==> src/rtl/step_counter.sv <==
// step_counter: registered up-counter with wrap, saturate or ping-pong behaviour,
// synchronous load and a one-cycle event pulse on wrap/saturation/turn.
module step_counter #(
    parameter int WIDTH    = 5,
    parameter int STEP     = 4,
    parameter int LIMIT    = 28,
    parameter int MODE     = 0,
    parameter int IDLE_CLR = 1
) (
    input  logic             clk,
    input  logic             reset,
    input  logic             cycle,
    input  logic             ld,
    input  logic [WIDTH-1:0] ld_val,
    output logic [WIDTH-1:0] nctr,
    output logic             evt,
    output logic             dir
);
    localparam logic [WIDTH:0]   STEP_W = (WIDTH+1)'(STEP);
    localparam logic [WIDTH:0]   LIM_W  = (WIDTH+1)'(LIMIT);
    localparam logic [WIDTH-1:0] STEP_N = WIDTH'(STEP);
    localparam logic [WIDTH-1:0] LIM_N  = WIDTH'(LIMIT);

    logic [WIDTH-1:0] nctr_q, nctr_d;
    logic             evt_q, evt_d, dir_q, dir_d;
    logic [WIDTH:0]   up;
    logic [WIDTH-1:0] up_n, dn_n;
    logic             fits, low;

    // the extra sum bit keeps nctr+STEP from aliasing back under LIMIT
    assign up   = {1'b0, nctr_q} + STEP_W;
    assign fits = up <= LIM_W;
    assign up_n = up[WIDTH-1:0];
    assign dn_n = nctr_q - STEP_N;
    assign low  = nctr_q < STEP_N;

    always_comb begin
        nctr_d = nctr_q;
        dir_d  = dir_q;
        evt_d  = 1'b0;
        if (ld) begin
            nctr_d = ({1'b0, ld_val} > LIM_W) ? LIM_N : ld_val;
        end else if (cycle) begin
            if (MODE == 1) begin
                nctr_d = fits ? up_n : LIM_N;
                evt_d  = (nctr_d == LIM_N) && (nctr_q != LIM_N);
            end else if (MODE == 2) begin
                nctr_d = dir_q ? (fits ? up_n : dn_n) : (low ? up_n : dn_n);
                dir_d  = dir_q ? fits : low;
                evt_d  = dir_q ? !fits : low;
            end else begin
                nctr_d = fits ? up_n : '0;
                evt_d  = !fits;
            end
        end else if (IDLE_CLR != 0) begin
            nctr_d = '0;
            dir_d  = 1'b1;
        end
    end

    always_ff @(posedge clk or negedge reset) begin
        if (!reset) begin
            nctr_q <= '0;
            evt_q  <= 1'b0;
            dir_q  <= 1'b1;
        end else begin
            nctr_q <= nctr_d;
            evt_q  <= evt_d;
            dir_q  <= dir_d;
        end
    end

    assign nctr = nctr_q;
    assign evt  = evt_q;
    assign dir  = dir_q;
endmodule

==> config.mk <==
export PLATFORM = sky130hd
export DESIGN_NAME = step_counter
export DESIGN_NICKNAME = d
export VERILOG_FILES = /design/src/rtl/step_counter.sv
export SDC_FILE = /design/constraint.sdc
export NUM_CORES = 1
export LEC_CHECK = 0
export ABC_CLOCK_PERIOD_IN_PS = 1400
export CORE_AREA = 2 2 39 41
export CTS_CLUSTER_DIAMETER = 30
export DETAILED_ROUTE_END_ITERATION = 10
export DIE_AREA = 0 0 41 43
export PLACE_DENSITY = 0.68
export SLEW_MARGIN = 20
export SYNTH_ARGS = -nofsm -noshare
export SYNTH_HDL_FRONTEND = slang
export SYNTH_SLANG_ARGS = --single-unit
export TNS_END_PERCENT = 5
==> constraint.sdc <==
create_clock -name clk -period 1.4 [get_ports clk]
set_clock_uncertainty 0.2 [all_clocks]
set_input_delay 0.42 -clock clk [delete_from_list [all_inputs] [get_ports clk]]
set_output_delay 0.42 -clock clk [all_outputs]
set_load 0.02 [all_outputs]
==> flow_summary.ini <==
[outcome]
status = finished with violations
violations = setup timing

[detailed_routing]
vias_per_cell = 4.66
drtIter0Drc = 5
postRouteAntennaNets = 0
drc = 0
first_pass_iters = 4
wl_um = 824
vias = 340
wl_per_cell_um = 11.3

[global_routing]
gr-total-overflow = 0
busiest_layer = met2
use_met1_pct = 14.4
grt_max_degree = 7
met2_usage_pct = 15.6
grt_antenna_before_repair = 0
met3_usage_pct = 3.66
grt_pass1_wl_um = 1330
grt_util_all_layers_pct = 11.7
grt_pass1_vias = 331

[flow_run]
cap_viol_max_count = 0

[synth]
ys_ff_latch = 6
synth.distinct_cells = 17
ys_warn_count = 0
synthTopCellsByArea = dfrtp_1 43%, o41ai_2 9.3%, ha_1 7.1%
seq_area_frac_synth_pct = 42.7
postSynthAreaPerCell_um2 = 11.0
synth_top_area_share_pct = 42.7
yosysTopAreaCell = dfrtp_1
synth_fp_nets = 43
synth_area_um2 = 352
synth_cells = 32

[floorplanning]
row_count = 14
ios = 16
dieArea_mm2 = 0.00176
die_y_um = 43
start_util_pct = 25.4
fp.coreArea_mm2 = 0.00138
die_w_um = 41

[clock_network]
cts_buffers = 3
clk_pin_slew_worst_paths_ps = 50
ctsRootBufferMaster = clkbuf_4
clk_latency_ps = 250
h-tree-depth = 1
cts_tree = built
clockBufferDepth = 2
cts_num_sinks = 6

[critical_path]
worstPathRequired_ps = 1350
setup.worst_path.end_class = flop
crit_path_start_kind = flop
cp_max_fo = 4
critical_path_class = flop to flop
arrival_ps = 1460

[finish]
antenna_cells = 0
fin_nets = 69
areaGrowthSynthToFinish_pct = 68.0
final_cells = 73
drive_gt1_share_pct = 47.4

[worst_hold_path]
hp-class = primary input to async pin

[pwr]
p_leak_nw = 0.279
pwr_density_cell_mw_per_mm2 = 900
p_sw_share_pct = 29.1
p_switching_mw = 0.154
combPwrFrac_pct = 29.5
intPower_mw = 0.377
peakVddDrop_mv = 0.351
p_seq_share_pct = 36.8
pwr-share-clk_pct = 33.7

[placement]
dp.cells = 68
dpl.hpwl_um = 664
gp_congestion = 0.752
portBuffers = 14
place_ws_ps = -307

[timing]
rsz0062_at_grt = true
layout_setup_ws_ps = -107
drv_slew = 0
fmax_mhz = 663
hold_viol = 0
min_period_ps = 1510
fin_crit_sh_pct = 108
setup_viol = 6
## sequential cells by signal, summed over array words and instances (netlist names)
signal / flops
evt: 1
nctr: 5
## logic make-up after synthesis
| kind of cell | after synthesis | synth area share [%] |
|---|---|---|
| flip-flops | 6 | 42.7 |
| AO/OA/AOI/OAI | 9 | 23.5 |
| other | 1 | 1.07 |
| AND/OR/NAND/NOR | 9 | 18.9 |
| buffers and inverters | 5 | 6.76 |
| adder cells (fa/ha/maj) | 2 | 7.12 |
## power by group through the flow
stage,clock [mW],sequential [mW],combinational [mW]
after global placement,0,0.198,0.159
after detailed placement,0,0.198,0.160
after floorplan,0,0.223,0.0493
after CTS,0.184,0.196,0.150
after global routing,0.196,0.197,0.170
final,0.179,0.195,0.157
## placed cells by master (no fill, tap or decap), drive strengths merged, types with 2 or more instances in the layout
cell,netlist,layout
a32o,2,2
dfrtp,6,6
clkdlybuf4s50,0,6
inv,3,3
dlygate4sd2,0,2
a21oi,3,3
ha,2,2
clkbuf,0,4
buf,2,15
nand2,4,4
o41ai,2,2
## Yosys cell counts (all sizes together)
master  number
nor2b        1
nor4b        1
a211oi       1
a21oi        3
conb         1
nand2        4
dfrtp        6
buf          2
o31ai        1
nand2b       1
nand3        1
o41ai        2
nor4bb       1
inv          3
a32o         2
ha           2
## worst max-delay path, cell delays in order, from the launching register on
cell and delay [ps]:
dfrtp_2 420, inv_2 70, ha_4 110, nor4b_4 200, buf_4 160, a21oi_2 60, o41ai_2 180
## per-stage QoR
stage | util (%) | total power [mW] | hold WS, ps | area [µm²] | setup TNS (ps)
after floorplan | - | 0.272 | -75.6 | 358 | -183
after global placement | 40.9 | 0.357 | 395 | 566 | -2400
after detailed placement | 40.9 | 0.359 | 407 | 566 | -2480
after CTS | 41.2 | 0.530 | 218 | 571 | -372
after global routing | 42.7 | 0.563 | 236 | 591 | -952
final | 42.7 | 0.531 | 209 | 591 | -445
## repair_timing
action,4_1_cts,5_1_grt
setup endpoints to repair,12,9
endpoints found under the hold margin,0,0
hold buffers,0,0
pin swaps,0,2
buffers inserted,0,1
gates resized for setup,28,2
## path summary, 6_finish.rpt
path | startpoint | to | slack, ps | depth (start not counted)
max | nctr[2]$_DFF_PN0_ | nctr[3]$_DFF_PN0_ | -110 | 6
min | reset | nctr[4]$_DFF_PN0_ | 210 | 1
max reg2reg | nctr[2]$_DFF_PN0_ | nctr[3]$_DFF_PN0_ | -110 | 6
min reg2reg | nctr[1]$_DFFE_PN0P_ | nctr[1]$_DFFE_PN0P_ | 400 | 2
max in group asynchronous | reset | nctr[3]$_DFF_PN0_ | 550 | 1
min in group clk | nctr[1]$_DFFE_PN0P_ | nctr[1]$_DFFE_PN0P_ | 400 | 2
## routing by layer
layer,part of all wire [%],vias up,wire [µm]
met2,49,15,403
met3,7.9,2,65
met5,0,-,0
met4,1.6,0,13
met1,41,156,341
li1,-,167,-
## layout make-up
cell class | count | area, µm²
fillers | 140 | 793
multi-input cells | 21 | 201
repair buffers | 23 | 179
flip-flops and latches | 6 | 153
clock buffers | 4 | 26.3
well taps | 16 | 20.0
inverters | 3 | 11.3
(Power assumes the default switching activity.)
